`src/rtl/boot_loader.sv`:
```
// boot_loader: copies the boot ROM image into main memory after reset.
// The CPU is held in reset for the whole copy, and the block drives the
// ROM and memory strobes itself. Once the last word is written, the
// block passes CPU memory requests straight through to main memory and
// releases the CPU. A reboot request in DONE restarts the copy.
module boot_loader #(
    parameter int ROM_WORDS = 8,     // words copied, 1..8
    parameter int MEM_AW    = 9,     // main memory address width
    parameter int BASE_ADDR = 0      // memory address of ROM word 0
) (
    input  logic              clk,
    input  logic              rst,
    input  logic              reboot,
    // boot ROM port
    output logic              rom_cs,
    output logic              rom_we,
    output logic [2:0]        rom_addr,
    input  logic [15:0]       rom_dout,
    // CPU memory request
    input  logic              cpu_cs,
    input  logic              cpu_we,
    input  logic [MEM_AW-1:0] cpu_addr,
    input  logic [15:0]       cpu_din,
    // main memory port
    output logic              mem_cs,
    output logic              mem_we,
    output logic [MEM_AW-1:0] mem_addr,
    output logic [15:0]       mem_din,
    input  logic              mem_ready,
    // CPU control / status
    output logic              cpu_rst,
    output logic              boot_done
);

    typedef enum logic [2:0] {
        IDLE = 3'd0,    // strobes quiet, word index cleared
        RD   = 3'd1,    // present ROM address
        CAP  = 3'd2,    // ROM data settled; capture it
        WR   = 3'd3,    // write captured word, wait for mem_ready
        DONE = 3'd4     // copy complete, CPU owns the memory port
    } state_t;

    // Index of the final word; copying stops after this one is accepted.
    localparam logic [2:0]        LAST_IDX = 3'(ROM_WORDS - 1);
    // Base address reduced to the memory width so that the per-word
    // address wraps modulo 2^MEM_AW.
    localparam logic [MEM_AW-1:0] BASE     = MEM_AW'(BASE_ADDR);

    state_t      state_reg, state_next;
    logic [2:0]  idx_reg,   idx_next;
    logic [15:0] data_reg,  data_next;

    // The ROM is read-only from this block's point of view.
    assign rom_we = 1'b0;

    // State, word index and captured data; reset restarts the copy.
    always_ff @(posedge clk) begin
        if (rst) begin
            state_reg <= IDLE;
            idx_reg   <= 3'd0;
            data_reg  <= 16'h0000;
        end else begin
            state_reg <= state_next;
            idx_reg   <= idx_next;
            data_reg  <= data_next;
        end
    end

    // Next-state logic and state-decoded outputs.
    always_comb begin
        state_next = state_reg;
        idx_next   = idx_reg;
        data_next  = data_reg;
        rom_cs     = 1'b0;
        rom_addr   = 3'd0;
        mem_cs     = 1'b0;
        mem_we     = 1'b0;
        mem_addr   = '0;
        mem_din    = 16'h0000;
        cpu_rst    = 1'b1;
        boot_done  = 1'b0;

        case (state_reg)
            IDLE: begin
                idx_next   = 3'd0;
                state_next = RD;
            end

            RD: begin
                rom_cs     = 1'b1;
                rom_addr   = idx_reg;
                state_next = CAP;
            end

            // Address has been stable for a full cycle, so the ROM
            // output latch has settled and can be captured.
            CAP: begin
                rom_cs     = 1'b1;
                rom_addr   = idx_reg;
                data_next  = rom_dout;
                state_next = WR;
            end

            // Outputs stay constant while the memory stalls, so the
            // write is presented exactly once from the memory's view.
            WR: begin
                mem_cs   = 1'b1;
                mem_we   = 1'b1;
                mem_addr = BASE + MEM_AW'(idx_reg);
                mem_din  = data_reg;
                if (mem_ready) begin
                    if (idx_reg == LAST_IDX) begin
                        state_next = DONE;
                    end else begin
                        idx_next   = idx_reg + 3'd1;
                        state_next = RD;
                    end
                end
            end

            // Transparent pass-through; the CPU runs.
            DONE: begin
                boot_done = 1'b1;
                cpu_rst   = 1'b0;
                mem_cs    = cpu_cs;
                mem_we    = cpu_we;
                mem_addr  = cpu_addr;
                mem_din   = cpu_din;
                if (reboot) begin
                    state_next = IDLE;
                end
            end

            default: begin
                state_next = IDLE;
            end
        endcase
    end

endmodule

```
`config.mk`:
```
export PLATFORM = sky130hd
export DESIGN_NAME = boot_loader
export DESIGN_NICKNAME = d
export VERILOG_FILES = /design/src/rtl/boot_loader.sv
export SDC_FILE = /design/constraint.sdc
export NUM_CORES = 1
export LEC_CHECK = 0
export CAP_MARGIN = 30
export CORE_ASPECT_RATIO = 1.4
export CORE_MARGIN = 3
export CORE_UTILIZATION = 35
export CTS_BUF_LIST = sky130_fd_sc_hd__clkbuf_2 sky130_fd_sc_hd__clkbuf_4 sky130_fd_sc_hd__clkbuf_8
export DETAILED_ROUTE_END_ITERATION = 10
export DONT_BUFFER_PORTS = 1
export GPL_TIMING_DRIVEN = 0
export SETUP_SLACK_MARGIN = 0.2
export SLEW_MARGIN = 20
export SYNTH_ARGS = -nofsm -noshare
export SYNTH_HDL_FRONTEND = slang
export SYNTH_SLANG_ARGS = --single-unit
```
`constraint.sdc`:
```
create_clock -name clk -period 2.7 [get_ports clk]
set_clock_uncertainty 0.2 [all_clocks]
set_input_delay 0.27 -clock clk [delete_from_list [all_inputs] [get_ports clk]]
set_output_delay 0.27 -clock clk [all_outputs]
set_load 0.01 [all_outputs]
```
Word-level counts from Yosys, hierarchy flattened
Cells that the tools add are included.
{"block": "word_totals", "out_inout_bits": 34, "word_cells": 32, "regBits": 22, "inputBits": 47}
{"block": "op_classes", "n_mux": 15, "n_addsub": 1, "n_reduce_logical": 5, "n_eq_ne": 8}
{"cell": "16-bit case mux with 2 select lines", "count": 1}
{"cell": "3-bit 2-to-1 mux", "count": 6}
{"cell": "9-bit case mux with 2 select lines", "count": 1}
{"cell": "3-bit case mux with 5 select lines", "count": 1}
{"cell": "3-bit by 2-bit == test with 1-bit output, second input constant", "count": 2}
{"cell": "3-bit == test, second input constant", "count": 2}
{"cell": "2-bit inequality test, second input constant", "count": 3}
{"cell": "3-bit case mux with 2 select lines", "count": 1}
{"cell": "1-bit case mux with 2 select lines", "count": 2}
{"cell": "3-bit by 1-bit adder with 3-bit output, second input constant", "count": 1}
{"cell": "3-bit by 1-bit == test with 1-bit output, second input constant", "count": 1}
{"cell": "3-bit logical NOT", "count": 1}
{"cell": "1-bit 2-to-1 mux", "count": 3}
{"cell": "3-bit AND reduction", "count": 1}
{"cell": "2-bit AND reduction", "count": 1}
{"cell": "2-bit nonzero test", "count": 1}
{"cell": "2-bit OR reduction", "count": 1}

Depth between registers and ports, before layout
Gate-level depths: netlist (run 1).
{"block": "logic_depth", "word_depth": 4, "mapped_depth": 6, "mapped_depth_nobuf": 5}

Worst setup path before layout (run 1)
No wires, ideal clock.
{"block": "synth_timing", "kind": "flip-flop to flip-flop", "from": "register idx_reg[0]", "to": "register idx_reg[0]", "path_buffers": 0, "arrival_time_ps": 1497, "path_stages_with_launch": 6, "setup_ps": 74, "required_time_ps": 2426, "slack_ps": 929, "synth_period_minus_slack_ps": 1771, "cell_sequence": "dfxtp_1 > ha_1 > ha_1 > nand4b_4 > or4b_1 > a31oi_1"}
{"block": "synth_via", "elab_chain_len": 4, "elab_cells_between_ends": 7, "cone_classes": "add/sub (1); eq/ne (2); mux (3); reduce/logical (1)"}
{"element": "start: declaration", "line": "50", "source": "logic [2:0] idx_reg, idx_next;"}
{"element": "start signal: assignment", "line": "64", "source": "idx_reg <= idx_next;"}
{"element": "3-bit by 1-bit adder with 3-bit output", "line": "115", "source": "idx_next = idx_reg + 3'd1;"}
{"element": "3-bit 2-to-1 mux", "line": "112", "source": "if (idx_reg == LAST_IDX) begin"}
{"element": "3-bit 2-to-1 mux", "line": "111", "source": "if (mem_ready) begin"}
{"element": "3-bit case mux with 2 select lines", "line": "83", "source": "case (state_reg)"}
Several ways; a longest one is shown, not always the timed one. The select of a mux whose other input is x is not followed.
A chain may end at the register's enable or synchronous reset.

Worst setup path in the final report (run 1)
{"block": "layout_timing", "from": "register state_reg[0]", "to": "output mem_din[6]"}
{"block": "layout_via", "elab_chain_len": 2, "elab_cells_between_ends": 3, "cone_classes": "eq/ne (2); mux (1)"}
{"element": "start: declaration", "line": "49", "source": "state_t state_reg, state_next;"}
{"element": "start signal: assignment", "line": "63", "source": "state_reg <= state_next;"}
{"element": "3-bit == test or 3-bit by 2-bit == test with 1-bit output (tied branches)", "line": "83"}
{"element": "16-bit case mux with 2 select lines *", "line": "83"}
{"element": "end: declaration", "line": "28", "source": "output logic [15:0] mem_din,"}
Mark *: on every way between the ends. The rest lies on a longest branch, timed or not.

==> qor.yml, run 1 <==
grt:
  grt_max_degree: 13
  antenna_found_initial: 0
  grt_pass1_wl_mm: 5.32
  grt_pass1_vias: 1169
  grt_overflow: 0
  grtUsageTotal_pct: 16.0
routing:
  vias_per_cell: 5.50
  drc_errors: 0
  wl_mm: 3.45
  vias: 1156
  antenna_left: 0
  wl_per_cell_um: 16.4
  drt_iter0_drc: 7
  firstDrtPassIters: 4
layout:
  fillCellCount: 317
  area_growth_pct: 24.4
  largest_reg_flops: 16
  n_antenna_cell: 0
  final_nets: 221
  drive_gt1_share_pct: 10.5
clock_tree:
  h-tree-depth: 1
  cts_buffers: 3
  cts_tree: "built"
  clock_path_buffers: 2
  clk_pin_slew_ns: 0.08
  post_cts_resized: 0
  clk_latency_ns: 0.26
  cts.sinks: 22
  cts-root-buf: "clkbuf_8"
yosys:
  syn_nets: 197
  synth_top_area_share_pct: 36.5
  postSynth.asyncResetShare_pct: 0
  syn_inst: 148
  synthDistinctLibCells: 29
  yosysWarnings: 0
  yosysMostFrequentCell: "nand2_1"
  yosys-top-cells-count: "nand2_1, dfxtp_1, a22o_1, a21oi_1, and2_1"
  synth_edf_count: 0
  synth_area_leader_cell: "dfxtp_1"
  synth_area_per_cell_um2: 8.15
  ys_ff_latch: 22
  yosysSeqAreaShare_pct: 36.5
  synth_ff_type: "dfxtp_1"
  netlist_area_mm2: 0.00121
  synth.top_cells.by_area: "dfxtp_1, a22o_1, nand2_1, a21oi_1, and2_1"
sta:
  tns_ns: 0
  max-slew-margin-rel_pct: 63.3
  rsz0062_at_grt: "no"
  min_period_ns: 2.20
  post-route-period-util_pct: 81.3
  slew_violations: 0
  setup_violations: 0
  hold_violations: 0
  fmax_mhz: 455
  tightest_slew_ns: 0.551
setup_path:
  crit_start: "state_reg[0]"
  cp_data_required_time_ns: 2.23
  r2r_start: "idx_reg[0]"
  arrival_ns: 1.73
  criticalPathCategory: "flop to output pin"
  end_kind: "output pin"
  cp-start-kind: "flop"
  path_max_fanout: 10
  r2r_cells: 5
run_status:
  outcome: "finished, final reports clean"
die:
  core_area_mm2: 0.00321
  top_level_ports: 81
  die-area_mm2: 0.00420
  start_util_pct: 37.5
  chipWidth_um: 55.6
  rows: 24
  fp.dieH_um: 75.5
worst_hold_path:
  min_from: "mem_ready"
  hold_class: "input pin to flop"
  holdPathStages: 3
power:
  cellPowerDensity_mw_per_mm2: 460
  design_power_total_mw: 0.690
  ir_drop_uv: 351
  p_leak_nw: 0.604
job:
  maxCapViolations: 0
placed_design:
  gp_congestion: 0.742
  dp_hpwl_mm: 2.51
  portBuffers: 0
kinds of logic after synthesis:
kind of cell               after synthesis  synth area share [%]
adders and majority gates                2                  2.07
and+or+nand+nor                         58                  25.7
AOI/OAI and AO/OA                       45                  26.2
DFF                                     22                  36.5
other                                    1                 0.311
xor gates and xnor gates                 1                 0.726
buffers and inverters                   19                  8.40
per-stage QoR:
stage | setup WS [ns] | util, % | cells | hold WS (ns) | cell area, µm²
after global routing | 0.458 | 46.7 | 210 | 0.0213 | 1500
after CTS | 0.511 | 46.7 | 210 | 0.0000711 | 1500
after global placement | 0.824 | 39.1 | 187 | 0.194 | 1250
final | 0.504 | 46.7 | 210 | 0.00459 | 1500
after detailed placement | 0.805 | 39.1 | 187 | 0.196 | 1250
after floorplan | 0.929 | - | 148 | 0.178 | 1210
power by group:
group | switching [mW] | internal, mW
Sequential | 0.00840 | 0.340
Combinational | 0.0587 | 0.0512
Clock | 0.102 | 0.130
Total | 0.169 | 0.521
area by class of cell:
class	instances	area (µm²)	area share (%)
buffer	15	86.3	5.75
clock buffer	4	55.1	3.67
inverter	4	15.0	1.00
multi-input combinational	107	664	44.3
sequential	22	440	29.4
tap	39	48.8	3.25
timing repair buffer	19	190	12.7
placed cells by master, fill, tap and decap left out, types with 3 or more instances in the layout:
master         count
nand2_1           36
nor3_1             3
clkbuf_8           4
or4b_1             3
a21oi_1           17
and2_1             7
dfxtp_1           22
clkbuf_1           5
dlygate4sd3_1     19
inv_1              4
buf_2              5
a22o_1            19
final timing paths:
check / slack, ns / to
max: 0.50 / mem_din[6]
min: 0.005 / state_reg[0]
max reg2reg: 0.78 / idx_reg[0]
min reg2reg: 0.26 / data_reg[5]
layer usage:
metal | share of wire [%] | up-vias | track usage, %
met2 | 55 | 36 | 28.6
met4 | 2.4 | 0 | 7.57
met5 | 0 | - | 0
met3 | 4.0 | 6 | 3.22
met1 | 39 | 553 | 18.6
li1 | - | 561 | -
critical path, stage by stage, from the launching register on:
cell and delay, ns:
dfxtp_1 0.31, buf_6 0.14, nor3b_2 0.25, clkbuf_1 0.47, a22o_1 0.30
what timing repair did:
action | in CTS | in global routing
hold buffers | 19 | 0
setup buffers | 0 | 0
hold endpoints to repair | 21 | 0
Power figures use the tool's default switching activity.
==> run 2: changes to the inputs <==
clock period = 2.3 ns   (was 2.7 ns; I/O delays follow)
==> qor.yml, run 2 (synthesis gave the netlist of run 1 again) <==
run_status:
  outcome: "finished, final reports clean"  # unchanged
clock_tree:
  cts_tree: "built"  # unchanged
  h-tree-depth: 1  # unchanged
  clock_path_buffers: 2  # unchanged
  cts.sinks: 22  # unchanged
  clk_pin_slew_ns: 0.08  # about the same
  cts-root-buf: "clkbuf_8"  # unchanged
  clk_latency_ns: 0.26  # about the same
  cts_buffers: 3  # unchanged
setup_path:
  end_kind: "output pin"  # unchanged
  cp-start-kind: "flop"  # unchanged
  arrival_ns: 1.57  # was 1.73 ns
  path_max_fanout: 10  # unchanged
  r2r_end: "idx_reg[0]"  # unchanged
  criticalPathCategory: "flop to output pin"  # unchanged
  r2r_cells: 5  # unchanged
  regToRegSetupSlack_ns: 0.38  # was 0.78 ns
  r2r_start: "idx_reg[0]"  # unchanged
  cp_data_required_time_ns: 1.87  # was 2.23 ns
  crit_start: "state_reg[1]"  # was state_reg[0]
sta:
  slew_violations: 0  # unchanged
  post-route-period-util_pct: 87.1
  tns_ns: 0  # unchanged
  holdWs_ns: 0.0484  # was 0.00459 ns
  fmax_mhz: 499
  setup_violations: 0  # unchanged
  min_period_ns: 2.00
  hold_violations: 0  # unchanged
  rsz0062_at_grt: "yes"  # was no
worst_hold_path:
  holdPathStages: 3  # unchanged
  hold_end: "state_reg[2]"  # was state_reg[0]
  min_from: "reboot"  # was mem_ready
  hold_class: "input pin to flop"  # unchanged
routing:
  drt_iter0_drc: 18  # was 7
  firstDrtPassIters: 4  # unchanged
  wl_mm: 3.47  # was 3.45 mm
  vias: 1151  # was 1156
  antenna_left: 0  # unchanged
  vias_per_cell: 5.48  # was 5.50
  wl_per_cell_um: 16.5  # was 16.4 µm
  drc_errors: 0  # unchanged
die:
  core_area_mm2: 0.00321  # unchanged
  chipWidth_um: 55.6  # unchanged
  die-area_mm2: 0.00420  # unchanged
  fp.dieH_um: 75.5  # unchanged
  rows: 24  # unchanged
  top_level_ports: 81  # unchanged
  start_util_pct: 37.5  # unchanged
power:
  clock_power_share_pct: 33.6  # about the same
  p_int_mw: 0.612  # was 0.521 mW
  p_sw_mw: 0.201  # was 0.169 mW
  combPwrFrac_pct: 16.1  # was 15.9%
  p_leak_nw: 0.610  # was 0.604 nW
  seqPwrFrac_pct: 50.3  # was 50.5%
  ir_drop_uv: 416  # was 351 µV
  cellPowerDensity_mw_per_mm2: 539  # was 460 mW/mm²
  swShare_pct: 24.7  # was 24.5%
  design_power_total_mw: 0.813  # was 0.690 mW
placed_design:
  portBuffers: 0  # unchanged
  place_area_mm2: 0.00125  # unchanged
  gp_congestion: 0.742  # unchanged
  dp_hpwl_mm: 2.51  # unchanged
grt:
  grt_pass1_vias: 1165  # was 1169
  grt_pass1_wl_mm: 5.31  # was 5.32 mm
  antenna_found_initial: 0  # unchanged
  grt_max_degree: 13  # unchanged
  grt_overflow: 0  # unchanged
  grtUsageTotal_pct: 16.0  # about the same
layout:
  n_antenna_cell: 0  # unchanged
  layout_common_cells: "nand2_1, dfxtp_1, a22o_1, dlygate4sd3_1, a21oi_1"  # unchanged
  layout_commonest_cell: "nand2_1"  # unchanged
  area_growth_pct: 25.0  # was 24.4%
  largest_reg_flops: 16  # unchanged
  final_cell_area_mm2: 0.00151  # was 0.00150 mm²
  final_nets: 221  # unchanged
  drive_gt1_share_pct: 11.7  # was 10.5%
job:
  maxCapViolations: 0  # unchanged
## run 2: what timing repair did
item | CTS | global route
hold buffers | 19 | 0
hold endpoints to repair | 21 | 0
cloned | 0 | 0
setup buffers | 0 | 0
resized for setup | 1 | 4
endpoints found under the setup margin | 10 | 26
## run 2: layout make-up
type | instances | area [µm²]
inverters | 4 | 15.0
clock buffers | 4 | 55.1
plain buffers | 15 | 93.8
fillers | 316 | 1710
multi-input cells | 107 | 664
flip-flops and latches | 22 | 440
repair buffers | 19 | 190
well taps | 39 | 48.8
## run 2: power groups by stage
stage	Combinational [mW]	Sequential [mW]	Clock, mW
after global placement	0.0980	0.417	0
after CTS	0.129	0.409	0.283
after global routing	0.144	0.412	0.299
final	0.131	0.409	0.273
after detailed placement	0.101	0.418	0
after floorplan	0.0829	0.415	0
## run 2: worst max-delay path by stage
stage	end	slack (ns)	cells past startpoint
global placement	idx_reg[0]	0.42	5
finish	mem_din[6]	0.30	5
floorplan	idx_reg[0]	0.53	5
global route	mem_din[15]	0.19	5
CTS	mem_din[6]	0.26	5
detailed placement	idx_reg[0]	0.41	5
## run 2: through the flow
step / util (%) / setup WS [ns] / instances
2_1_floorplan: - / 0.529 / 148
3_3_place_gp: 39.1 / 0.424 / 187
3_5_place_dp: 39.1 / 0.405 / 187
4_1_cts: 46.7 / 0.262 / 210
5_1_grt: 46.9 / 0.193 / 210
6_report: 46.9 / 0.297 / 210
## run 2: worst max-delay path, stage by stage (launching register included)
cell and delay, ns:
dfxtp_1 0.35, buf_6 0.15, and3b_1 0.15, clkbuf_1 0.19, clkbuf_4 0.25, a22o_1 0.21
## run 2: layer usage
| layer | vias to the layer above | share of wire, % | global-route usage [%] |
|---|---|---|---|
| li1 | 559 | - | - |
| met1 | 548 | 39 | 18.5 |
| met2 | 38 | 55 | 28.6 |
| met4 | 0 | 2.3 | 7.57 |
| met5 | - | 0 | 0 |
| met3 | 6 | 4.1 | 3.22 |
